`src/rtl/mem_port_arbiter.sv`:
```
// mem_port_arbiter: shares one unified memory port between instruction fetch
// and data access. Data wins by default. A saturating wait counter lets a
// starved fetch through, and a lock keeps multi-byte data sequences together.
// Grants are combinational, in the same cycle as the request. Read data comes
// back one cycle after a granted read and is steered by a registered read owner.
module mem_port_arbiter #(
    parameter int ADDR_W   = 8,
    parameter int DATA_W   = 8,
    parameter int MAX_WAIT = 4
) (
    input  logic              clk,
    input  logic              reset,
    // fetch requester
    input  logic              f_req,
    input  logic [ADDR_W-1:0] f_addr,
    output logic              f_gnt,
    output logic              f_rvalid,
    output logic [DATA_W-1:0] f_rdata,
    // data requester
    input  logic              d_req,
    input  logic              d_we,
    input  logic              d_lock,
    input  logic [ADDR_W-1:0] d_addr,
    input  logic [DATA_W-1:0] d_wdata,
    output logic              d_gnt,
    output logic              d_rvalid,
    output logic [DATA_W-1:0] d_rdata,
    // memory side
    output logic              mem_en,
    output logic              mem_we,
    output logic [ADDR_W-1:0] mem_addr,
    output logic [DATA_W-1:0] mem_wdata,
    input  logic [DATA_W-1:0] mem_rdata
);

    // Who owns the read data returning in the current cycle.
    typedef enum logic [1:0] {
        OWN_NONE  = 2'd0,
        OWN_FETCH = 2'd1,
        OWN_DATA  = 2'd2
    } owner_t;

    localparam logic [3:0] WAIT_LIMIT = 4'(MAX_WAIT);

    logic [3:0] wait_cnt;
    logic [3:0] wait_cnt_nxt;
    logic       locked;
    logic       locked_nxt;
    owner_t     rd_owner;
    owner_t     rd_owner_nxt;

    // Grant selection: lock, then starvation escape, then data, then fetch.
    // Reset low blocks every grant, whatever the requests are.
    always_comb begin
        // NOTE: every output gets a default first, so no path through the
        // block leaves a signal unassigned and no latch is inferred.
        f_gnt = 1'b0;
        d_gnt = 1'b0;
        if (reset) begin
            if (locked && d_req) begin
                d_gnt = 1'b1;
            end else if ((wait_cnt == WAIT_LIMIT) && f_req) begin
                f_gnt = 1'b1;
            end else if (d_req) begin
                d_gnt = 1'b1;
            end else if (f_req) begin
                f_gnt = 1'b1;
            end
        end
    end

    // Memory port mux: drive the granted requester, zeros when idle.
    always_comb begin
        mem_en    = f_gnt | d_gnt;
        mem_we    = d_gnt & d_we;
        mem_addr  = '0;
        mem_wdata = '0;
        if (f_gnt) begin
            mem_addr = f_addr;
        end else if (d_gnt) begin
            mem_addr  = d_addr;
            mem_wdata = d_wdata;
        end
    end

    // Next-state logic for the wait counter, lock flag and read owner.
    always_comb begin
        wait_cnt_nxt = wait_cnt;
        locked_nxt   = d_gnt & d_lock;
        rd_owner_nxt = OWN_NONE;

        if (!f_req || f_gnt) begin
            wait_cnt_nxt = 4'd0;
        end else if (wait_cnt != WAIT_LIMIT) begin
            wait_cnt_nxt = wait_cnt + 4'd1;
        end

        if (f_gnt) begin
            rd_owner_nxt = OWN_FETCH;
        end else if (d_gnt && !d_we) begin
            rd_owner_nxt = OWN_DATA;
        end
    end

    // State registers, cleared asynchronously so a pending rvalid is dropped.
    always_ff @(posedge clk or negedge reset) begin
        if (!reset) begin
            wait_cnt <= 4'd0;
            locked   <= 1'b0;
            rd_owner <= OWN_NONE;
        end else begin
            // NOTE: non-blocking assignments here, so each register samples
            // the pre-edge values regardless of statement order.
            wait_cnt <= wait_cnt_nxt;
            locked   <= locked_nxt;
            rd_owner <= rd_owner_nxt;
        end
    end

    // Read return: both ports see memory data, the rvalids say who owns it.
    assign f_rvalid = (rd_owner == OWN_FETCH);
    assign d_rvalid = (rd_owner == OWN_DATA);
    assign f_rdata  = mem_rdata;
    assign d_rdata  = mem_rdata;

endmodule

```
`config.mk`:
```
export PLATFORM = sky130hd
export DESIGN_NAME = mem_port_arbiter
export DESIGN_NICKNAME = d
export VERILOG_FILES = /design/src/rtl/mem_port_arbiter.sv
export SDC_FILE = /design/constraint.sdc
export NUM_CORES = 1
export LEC_CHECK = 0
export CAP_MARGIN = 20
export CORE_ASPECT_RATIO = 1.4
export CORE_MARGIN = 8
export CORE_UTILIZATION = 33
export DETAILED_ROUTE_END_ITERATION = 8
export PLACE_DENSITY = 0.95
export SLEW_MARGIN = 30
export SYNTH_ARGS = -nofsm -noshare
export SYNTH_HDL_FRONTEND = slang
export SYNTH_SLANG_ARGS = --single-unit
```
`constraint.sdc`:
```
create_clock -name clk -period 2.38 [get_ports clk]
set_clock_uncertainty 0.15 [all_clocks]
set_input_delay 0.238 -clock clk [delete_from_list [all_inputs] [get_ports clk]]
set_output_delay 0.238 -clock clk [all_outputs]
set_load 0.05 [all_outputs]
```
# After elaboration in Yosys (flattened, before gate mapping)
# Index checks and enable logic that the tools add are counted.
[word_totals]
inputBits = 38
elab_cells = 35
ff_bits = 7
output_inout_bits = 38
[classes]
n_addsub = 1
n_eq_ne = 4
muxes = 17
reduce_logical = 7
n_bitwise = 3
[ops]
columns = ["op", "n"]
rows = [
  ["$mux 8", 4],
  ["$mux 1", 9],
  ["$mux 4", 2],
  ["$add 4x1->4 const B", 1],
  ["$eq 4x3->1 const B", 1],
  ["$mux 2", 2],
  ["$ne 4x3->1 const B", 1],
  ["$logic_and 1x1->1", 3],
  ["$and 1x1->1", 2],
  ["$eq 2x1->1 const B", 1],
  ["$eq 2x2->1 const B", 1],
  ["$logic_not 1->1", 2],
  ["$reduce_bool 2->1", 1],
  ["$logic_or 1x1->1", 1],
  ["$or 1x1->1", 1],
]

# Longest topological paths before layout
# Gate-level depths: netlist (run 1).
[logic_depth]
depth_word = 8
depth_mapped = 7
mapped_depth_nobuf = 5

# Least setup slack after synthesis (run 1)
# OpenSTA, ideal clock, no wires.
[synth_timing]
kind = "reg-to-output"
from = "reg wait_cnt[0]"
to = "out mem_wdata[0]"
required_time_ps = 1992
path_stages_with_launch = 8
setup_slack_ps = 218
t_arrival_ps = 1774
path_buffers = 2
path_cell_list = "dfrtp_1 > inv_1 > ha_1 > and4bb_1 > buf_6 > a21oi_4 > buf_6 > and2_1"
[synth_between]
elab_chain_len = 7
elab_cells_between_ends = 10
classes_between = "1 x eq/ne; 8 x mux; 1 x reduce/logical"
[synth_lines]
columns = ["element", "line", "text"]
rows = [
  ["from (decl)", "45", "logic [3:0] wait_cnt;"],
  ["from (signal assigned)", "114", "wait_cnt <= wait_cnt_nxt;"],
  ["$eq 4x3->1", "62", "end else if ((wait_cnt == WAIT_LIMIT) && f_req) begin"],
  ["$logic_and 1x1->1", "62", ""],
  ["$mux 1", "62", ""],
  ["$mux 1", "60", "if (locked && d_req) begin"],
  ["$mux 1", "59", "if (reset) begin"],
  ["named net d_gnt", "25", "output logic d_gnt,"],
  ["$mux 8", "80", "end else if (d_gnt) begin"],
  ["$mux 8", "78", "if (f_gnt) begin"],
  ["to (decl)", "32", "output logic [DATA_W-1:0] mem_wdata,"],
]
# The timed path passes the listed nets, and every way through them passes these cells.

# Worst setup path after layout (run 1)
[layout_timing]
from = "reg wait_cnt[1]"
to = "out mem_addr[5]"
[layout_between]
elab_chain_len = 7
elab_cells_between_ends = 10
classes_between = "1 x eq/ne; 8 x mux; 1 x reduce/logical"
[layout_lines]
columns = ["element", "line", "text"]
rows = [
  ["$eq 4x3->1 (*)", "62", ""],
  ["$logic_and 1x1->1 (*)", "62", ""],
  ["$mux 1", "62", ""],
  ["$mux 1", "60", ""],
  ["$mux 1", "59", ""],
  ["$mux 8", "80", ""],
  ["$mux 8 (*)", "78", ""],
  ["to (decl)", "31", "output logic [ADDR_W-1:0] mem_addr,"],
]
# Every way passes the cells marked *; elsewhere a longest branch is shown, timed or not.

==> impl_metrics.env, run 1 <==
export IMPL_synthCells=114
export IMPL_routed_via_density=5.17
export IMPL_dieWidth_um=58.1
export IMPL_dp_hpwl_mm=2.17
export IMPL_cts_buffer_depth=2
export IMPL_use_met2_pct=22.5
export IMPL_core_mm2=0.00236
export IMPL_syn_to_final_growth_pct=80.4
export IMPL_rsz0062_at_grt="no"
export IMPL_grt_use_total_pct=12.4
export IMPL_drt_total_wl_mm=2.66
export IMPL_stdcell_area_mm2=0.00147
export IMPL_worst_setup_path_end_kind="output pin"
export IMPL_reg2reg_depth=6
export IMPL_drive_gt1_share_pct=22.5
export IMPL_grtUsageMet3_pct=8.03
export IMPL_numPortBuffers=51
export IMPL_reg2reg_from="wait_cnt[1]"
export IMPL_nFillCells=181
export IMPL_die_area_mm2=0.00435
export IMPL_final_cells=174
export IMPL_yosys_register_bits=7
export IMPL_rows=21
export IMPL_final_nets=192
export IMPL_ant_nets=0
export IMPL_finalCritPeriodShare_pct=95.2
export IMPL_antenna_found_initial=0
export IMPL_root_buffer="clkbuf_4"
export IMPL_dp_cells=168
export IMPL_slew_viol_final=0
export IMPL_maxCapViolCount=0
export IMPL_start_kind="flip-flop"
export IMPL_yosysWarnings=0
export IMPL_yosys_area_share_simple_pct=27.0
export IMPL_hp_class="primary input to async pin"
export IMPL_tns_ns=0
export IMPL_grt_pass1_vias=954
export IMPL_cts_tree="done"
export IMPL_drtPass1Iterations=4
export IMPL_r2r_end="wait_cnt[2]"
export IMPL_worstPathArrival_ns=1.88
export IMPL_synthDistinctLibCells=22
export IMPL_cts_max_level=1
export IMPL_drt_iter0_drc=26
export IMPL_dpl_cell_area_mm2=0.00142
export IMPL_synth_xor_area_share_pct=0
export IMPL_min_period_ns=2.27
export IMPL_grt_pass1_wl_mm=4.23
export IMPL_grt_max_degree=18
export IMPL_synth_compound_area_share_pct=24.0
export IMPL_top_usage_layer="met2"
export IMPL_clk_pin_slew_worst_paths_ns=0.05
export IMPL_synthMuxAreaShare_pct=2.45
export IMPL_finish_utilization_pct=62.3
export IMPL_cp_required_ns=1.99
export IMPL_leakagePower_nw=0.642
export IMPL_ioPinCount=76
export IMPL_pwr_density_cell_mw_per_mm2=355
export IMPL_antennaDiodeCount=0
export IMPL_worstPathMaxFanout=7
export IMPL_cts_made_buffers=3
export IMPL_post_synth_fa_ha_maj_area_fraction_pct=3.06
export IMPL_final_hold_viol_count=0
export IMPL_gp_congestion=0.690
export IMPL_drc_errors=0
export IMPL_crit_type="flip-flop to output pin"
export IMPL_final_setup_viol_count=0
export IMPL_start_util_pct=34.6
export IMPL_worstMarginPinSlew_ns=0.496
export IMPL_syn_area_um2=817
export IMPL_status="complete, no violations"
export IMPL_grt_overflow_total=0
export IMPL_r2r_slack_ns=0.52
export IMPL_mappedNetlistNets=154
export IMPL_postSynthAreaPerCell_um2=7.17
export IMPL_ys_seq_area_share_pct=21.4
export IMPL_worst_skew_pair_late_latency_ns=0.25
export IMPL_synth_top_family_by_area="simple AND/OR/NAND/NOR gates"
export IMPL_max_freq_mhz=441
export IMPL_max_vdd_ir_drop_mv=0.251
export IMPL_cts_sinks=7
export IMPL_vias=900
export IMPL_die_h_um=74.9
export IMPL_grt_util_met1_pct=9.80
export IMPL_routedWlPerCell_um=15.3
export IMPL_relSlewSlack_pct=66.9
==> routing by layer <==
metal | share of wire, % | up-vias
li1 | - | 436
met1 | 32 | 402
met2 | 50 | 50
met3 | 14 | 12
met4 | 3.1 | 0
met5 | 0 | -
==> worst max-delay path by stage <==
stage / end / slack (ns) / cells past startpoint / from
finish: mem_addr[5] / 0.11 / 7 / wait_cnt[1]
global route: mem_addr[7] / 0.004 / 7 / wait_cnt[1]
CTS: f_gnt / 0.006 / 5 / wait_cnt[0]
detailed placement: f_gnt / 0.28 / 5 / wait_cnt[0]
global placement: f_gnt / 0.32 / 5 / wait_cnt[0]
floorplan: mem_wdata[0] / 0.22 / 7 / wait_cnt[0]
==> kinds of logic (layout without fill, tap and decap cells) <==
kind of cell	count (synthesis)	after routing
fa+ha+maj	2	2
flops	7	7
mux	2	2
compound gates	31	31
simple gates	44	44
buf+inv	28	65
==> metrics by stage <==
stage          hold slack (ns)  setup slack (ns)  total power (W)
2_1_floorplan           -0.208             0.218         0.000336
3_3_place_gp             0.327             0.323         0.000404
3_5_place_dp             0.327             0.278         0.000412
4_1_cts                  0.216           0.00618         0.000522
5_1_grt                  0.202           0.00445         0.000556
6_report                 0.221             0.114         0.000524
==> synthesized netlist by cell type (all sizes together) <==
cell type | number | area, um^2
ha | 2 | 25.0
o21a | 8 | 60.1
nor3 | 1 | 5.00
a2bb2oi | 1 | 8.76
o221ai | 1 | 8.76
mux2i | 2 | 20.0
a21oi | 20 | 111
and4bb | 1 | 12.5
inv | 4 | 15.0
nand3b | 1 | 7.51
nand4bb | 1 | 11.3
clkbuf | 6 | 22.5
nand2 | 20 | 75.1
buf | 18 | 143
dfrtp | 7 | 175
and2 | 10 | 62.6
nor2 | 6 | 22.5
o21bai | 1 | 7.51
nand3 | 1 | 5.00
nor2b | 3 | 18.8
==> final cells by class <==
class / instances / area (um^2) / share of cell area (%)
multi-input cells: 79 / 473 / 32.1
inverters: 4 / 15.0 / 1.02
repair buffers: 57 / 756 / 51.3
well taps: 23 / 28.8 / 1.95
flip-flops and latches: 7 / 175 / 11.9
clock buffers: 4 / 26.3 / 1.78
==> flip-flops by register name, indices dropped and copies added, names as in the netlist <==
signal,count
locked,1
rd_owner,2
wait_cnt,4
==> where the power goes <==
part | internal [W] | switching [W]
Clock | 0.0000639 | 0.0000432
Sequential | 0.000126 | 0.00000613
Combinational | 0.000143 | 0.000142
==> what timing repair did <==
item / CTS / global route
hold buffers: 0 / 0
hold endpoints to repair: 0 / 0
setup buffers: 0 / 2
resized for setup: 0 / 4
setup endpoints to repair: 0 / 18
==> critical path, stage by stage, from the launching register on <==
cell,delay [ns]
dfrtp_1,0.40
inv_1,0.07
ha_2,0.23
and4bb_2,0.30
buf_4,0.17
a21oi_1,0.08
o21a_1,0.22
buf_12,0.15
==> cells in the final DEF (no fill, tap or decap) <==
master / instances
o21bai_1: 1
nand3_1: 1
o21a_1: 8
ha_2: 1
ha_1: 1
a21oi_4: 1
nor3_1: 1
o221ai_1: 1
nand3b_1: 1
buf_12: 20
nand2_1: 20
mux2i_1: 2
clkbuf_1: 1
a2bb2oi_1: 1
a21oi_1: 18
and2_1: 10
clkdlybuf4s50_1: 31
nor2_1: 6
and4bb_2: 1
inv_1: 4
a21oi_2: 1
nand4bb_2: 1
clkbuf_4: 3
nor2b_1: 3
dfrtp_1: 7
buf_4: 6
(Power assumes the default switching activity.)
==> run 2, diff against run 1 <==
- CORE_UTILIZATION: 33 -> 27
- GPL_TIMING_DRIVEN: not set -> 0
- PLACE_DENSITY: 0.95 -> 0.85
- TNS_END_PERCENT: not set -> 5
- clock period: 2.38 -> 1.9 ns (I/O delays scaled with it)
==> run 2 against run 1 <==
- the run now ends with setup timing left
- final cell count is 32% higher
- core utilization is 2.5 points lower
- global-route usage is 0.58 points lower
- combinational power is 68% higher
- non-clock buffer count is 42 higher
- via count is 13% higher
- critical path depth is 1 higher
- hold slack better by 0.15 ns
- power is 62% higher
- sequential share of layout area is 1.7 points lower
- largest power group unchanged
- critical endpoint is now mem_we
==> impl_metrics.env, run 2 (synthesized netlist as in run 1, its figures left out) <==
export IMPL_leakagePower_nw=0.806
export IMPL_worstMarginPinSlew_ns=0.503
export IMPL_drt_iter0_drc=18
export IMPL_cts_max_level=1
export IMPL_clk_pin_slew_worst_paths_ns=0.04
export IMPL_worst_setup_path_end_kind="output pin"
export IMPL_dp_cells=218
export IMPL_final_setup_viol_count=19
export IMPL_combPwrFrac_pct=56.7
export IMPL_ioPinCount=76
export IMPL_cp_required_ns=1.56
export IMPL_largestRegisters="wait_cnt x4, rd_owner x2, locked x1"
export IMPL_grt_use_total_pct=11.9
export IMPL_pwr_density_cell_mw_per_mm2=492
export IMPL_max_vdd_ir_drop_mv=0.344
export IMPL_top_register="wait_cnt"
export IMPL_final_nets=234
export IMPL_cts_made_buffers=3
export IMPL_root_buffer="clkbuf_8"
export IMPL_p_sw_share_pct=38.0
export IMPL_crit_type="flip-flop to output pin"
export IMPL_drtPass1Iterations=4
export IMPL_grt_overflow_total=0
export IMPL_drc_errors=0
export IMPL_violations="setup timing"
export IMPL_tns_ns=-3.14
export IMPL_drive_gt1_share_pct=34.7
export IMPL_hp_class="primary input to flip-flop"
export IMPL_dieWidth_um=62.5
export IMPL_rows=23
export IMPL_grt_pass1_vias=1090
export IMPL_finalPower_w=0.000847
export IMPL_cts_sinks=7
export IMPL_drt_total_wl_mm=3.04
export IMPL_ant_nets=0
export IMPL_routedWlPerCell_um=13.2
export IMPL_worstPathArrival_ns=1.77
export IMPL_status="finished, violations left"
export IMPL_final_hold_viol_count=0
export IMPL_die_h_um=81.1
export IMPL_fin_ws_ns=-0.214
export IMPL_layout_commonest_cell="clkdlybuf4s50_1"
export IMPL_worst_skew_pair_late_latency_ns=0.22
export IMPL_grt_max_degree=11
export IMPL_max_freq_mhz=473
export IMPL_finalCritPeriodShare_pct=111
export IMPL_final_cells=230
export IMPL_start_util_pct=28.4
export IMPL_start_kind="flip-flop"
export IMPL_dp_hpwl_mm=2.30
export IMPL_maxCapViolCount=0
export IMPL_vias=1018
export IMPL_min_period_ns=2.11
export IMPL_p_int_w=0.000525
export IMPL_dp_slack_ns=-0.862
export IMPL_final_cell_mix="46 x clkdlybuf4s50_1, 21 x buf_4, 20 x nand2_1"
export IMPL_rsz0062_at_grt="yes"
export IMPL_p_clk_share_pct=23.9
export IMPL_syn_to_final_growth_pct=111
export IMPL_routed_via_density=4.43
export IMPL_antenna_found_initial=0
export IMPL_grt_pass1_wl_mm=4.92
export IMPL_p_switching_w=0.000321
export IMPL_largest_reg_flops=4
export IMPL_cts_tree="done"
export IMPL_core_mm2=0.00288
export IMPL_worstPathMaxFanout=5
export IMPL_relSlewSlack_pct=66.4
export IMPL_antennaDiodeCount=0
export IMPL_die_area_mm2=0.00507
export IMPL_slew_viol_final=0
export IMPL_numPortBuffers=67
export IMPL_cts_buffer_depth=2
export IMPL_hold_ws_ns=0.373
export IMPL_power_frac_seq_pct=19.4
export IMPL_gp_congestion=0.734
## run 2: power by group through the flow
stage	Clock, W	Combinational (W)	Sequential, W
5_1_grt	0.000216	0.000507	0.000165
3_5_place_dp	0	0.000415	0.000168
4_1_cts	0.000212	0.000476	0.000164
2_1_floorplan	0	0.000256	0.000166
3_3_place_gp	0	0.000413	0.000167
6_report	0.000202	0.000480	0.000165
## run 2: worst paths after layout
check | start | to | slack, ns | depth (start not counted)
worst max-delay path | wait_cnt[1] | mem_we | -0.21 | 8
worst min-delay path | d_lock | locked | 0.37 | 2
worst max register to register | wait_cnt[1] | wait_cnt[2] | 0.14 | 6
worst min register to register | wait_cnt[0] | wait_cnt[0] | 0.44 | 2
max in group asynchronous | reset | wait_cnt[0] | 0.94 | 2
min in group asynchronous | reset | rd_owner[1] | 0.43 | 2
## run 2: repair_timing
item	in CTS	in global routing
gates resized for setup	146	9
endpoints found under the hold margin	7	0
gates cloned	2	0
setup buffers	6	0
hold buffers	1	0
endpoints found under the setup margin	21	20
pin swaps	10	0
## run 2: area by class of cell
class                      instances  area [um^2]
timing repair buffer              76          758
sequential                         7          175
multi-input combinational         79          514
fill                             268         1160
clock buffer                       4         45.0
tap                               37         46.3
buffer                            23          166
inverter                           4         15.0
## run 2: layer usage
metal	share of wire [%]	global-route usage, %	vias up
li1	-	-	518
met1	35	9.78	450
met2	52	22.0	48
met3	12	7.29	2
met4	0.72	5.95	0
met5	0	0	-
## run 2: metrics by stage
stage | util, % | instance area (um^2)
2_1_floorplan | - | 821
4_1_cts | 59.5 | 1710
5_1_grt | 59.8 | 1720
3_5_place_dp | 53.4 | 1540
3_3_place_gp | 53.4 | 1540
6_report | 59.8 | 1720
## run 2: critical path, stage by stage (launching register included)
cell and delay (ns):
dfrtp_1 0.35, inv_2 0.06, ha_4 0.17, and4bb_1 0.21, buf_6 0.14, a21oi_4 0.19
buf_6 0.15, and2_4 0.14, buf_8 0.14
==> run 3, diff against run 2 <==
- SLEW_MARGIN: 30 -> 20
==> results of run 3 <==
Same layout as run 2: the final DEF is identical, and so are final timing and power.
==> RTL change (flow settings as in run 2) <==
Encoding of `owner_t`: now one-hot (3 bits for 3 values).
--- a/src/rtl/mem_port_arbiter.sv
+++ b/src/rtl/mem_port_arbiter.sv
@@ -36,6 +36,6 @@
     // Who owns the read data returning in the current cycle.
-    typedef enum logic [1:0] {
-        OWN_NONE  = 2'd0,
-        OWN_FETCH = 2'd1,
-        OWN_DATA  = 2'd2
+    typedef enum logic [2:0] {
+        OWN_NONE  = 3'b001,
+        OWN_FETCH = 3'b010,
+        OWN_DATA  = 3'b100
     } owner_t;
Check against the original RTL: same outputs for any inputs over 10 cycles, from zero or initial values and one cycle with reset low; not proved beyond that.
==> RTL change against run 2 <==
- the flow still finishes with violations (negative setup slack)
- routed wire length rose by 2.8%
- global-route usage rose by 0.91 points
- sequential cell count rose by 1
- first-iteration DRC count fell by 22%
- design area fell by 4.4%
- utilization fell by 0.84 points
- area after synthesis fell by 5.2%
- power fell by 0.15%
- worst setup slack improved by 100 ps
- cell count fell by 8.7%
- count of clock-buffer cells in the layout did not move
- largest cell class unchanged
==> RTL change: results (changes against run 2) <==
| Metric | Value |
|---|---|
| GRT Total Usage | `12.8% (+0.91 points)` |
| # diodes | `0 (unchanged)` |
| Initial drt markers | `14 (-4)` |
| GPL Wtd Cong | `0.748 (+1.9%)` |
| Failing checks | `negative setup slack` |
| Post-synthesis sequential area ratio | `26.0% (+4.6 points)` |
| Worst-margin pin slew | `522 ps (+19.1 ps)` |
| Library cells used by synthesis | `27 (+23%)` |
| Vias in the first global route | `1,102 (+1.1%)` |
| CP top delay family | `compound AO/OA/AOI/OAI gates` |
| Syn Inst Count | `98 (-14%)` |
| Syn nets | `138 (-10%)` |
| Wirelength per Cell | `14.9 um (+13%)` |
| Layout Nets | `214 (-8.5%)` |
| DPL Wire Length | `2580 um (+13%)` |
| Biggest regs | `wait_cnt x4, rd_owner x3, locked x1` |
| Top cells by count, synth | `18 x nand2_1, 16 x buf_4, 11 x and3_1` |
| FILL cells | `246 (-8.2%)` |
| Synth top area cells | `dfrtp_1 23%, buf_4 16%, and3_1 8.9%` |
| VDD IR max | `0.339 mV (-1.5%)` |
| Vias post-DR | `1,001 (-1.7%)` |
| Critical path data arrival time | `1670 ps (-100 ps)` |
| Final setup violation count | `17 (-2)` |
| Ys flop type | `dfrtp_1` |
| CP max FO | `9 (+4)` |
| Layout cells sized above 1 | `35.8% (+1.1 points)` |
| Final worst setup slack | `-111 ps (+103 ps)` |
| Dpl cells | `202 (-7.3%)` |
| Status | `complete, but fails checks` |
| Final WL | `3130 um (+2.8%)` |
| First-pass GRT wire length | `4900 um (-0.41%)` |
## RTL change: cell count changes after synthesis, sizes merged, moves of 4 or more
cell | before | now
o21a | 8 | 2
and3 | 0 | 11
nor2 | 6 | 2
a21oi | 20 | 2
o22ai | 0 | 8
and2 | 10 | 1
## RTL change: timing repair
action | CTS | global route
endpoints found under the setup margin | 22 | 19
hold buffers | 2 | 0
pin swaps | 2 | 1
hold endpoints to repair | 7 | 0
gates resized for setup | 150 | 1
buffers inserted | 2 | 0
## RTL change: power breakdown
group	switching (mW)	internal [mW]	leakage [nW]
Combinational	0.250	0.194	0.634
Clock	0.0672	0.145	0.0228
Sequential	0.00718	0.181	0.105
Total	0.324	0.521	0.761
## RTL change: metal layers
layer  GRT usage, %  part of all wire [%]  vias up
met5              0                     0        -
met4           4.92                   1.8        0
met3           5.81                    13        4
met2           22.9                    52       56
met1           12.0                    34      464
li1               -                     -      477
## RTL change: worst paths after layout
check	start	slack [ps]	end
max in group asynchronous	reset	890	wait_cnt[2]
min	reset	230	wait_cnt[2]
max	wait_cnt[0]	-110	mem_addr[7]
max reg2reg	wait_cnt[0]	380	locked
min in group asynchronous	reset	460	wait_cnt[0]
min reg2reg	wait_cnt[0]	410	wait_cnt[0]
## RTL change: cell families (layout without fill, tap and decap cells)
logic type	count (synthesis)	after routing	share of synthesized area (%)
AO/OA/AOI/OAI	18	18	16.0
XOR/XNOR	1	1	1.13
adder cells (fa/ha/maj)	2	2	3.23
buffers and inverters	24	99	20.4
flip-flops	8	8	26.0
multiplexers	1	1	1.29
AND/OR/NAND/NOR	44	44	32.0
## RTL change: layout make-up
cell class,count,area share [%]
plain buffers,20,8.67
clock buffers,4,2.74
inverters,4,0.913
multi-input cells,66,29.9
flip-flops and latches,8,12.2
well taps,37,2.81
repair buffers,71,42.7
## RTL change: per-stage QoR
stage	worst slack, ps	util (%)	area, um2	power [mW]	setup TNS [ps]
6_report	-111	58.9	1650	0.845	-1470
5_1_grt	-177	58.9	1650	0.883	-2930
4_1_cts	-116	58.8	1640	0.851	-1650
3_5_place_dp	-982	53.4	1490	0.604	-17400
3_3_place_gp	-918	53.4	1490	0.595	-16700
2_1_floorplan	-269	-	774	0.437	-2150
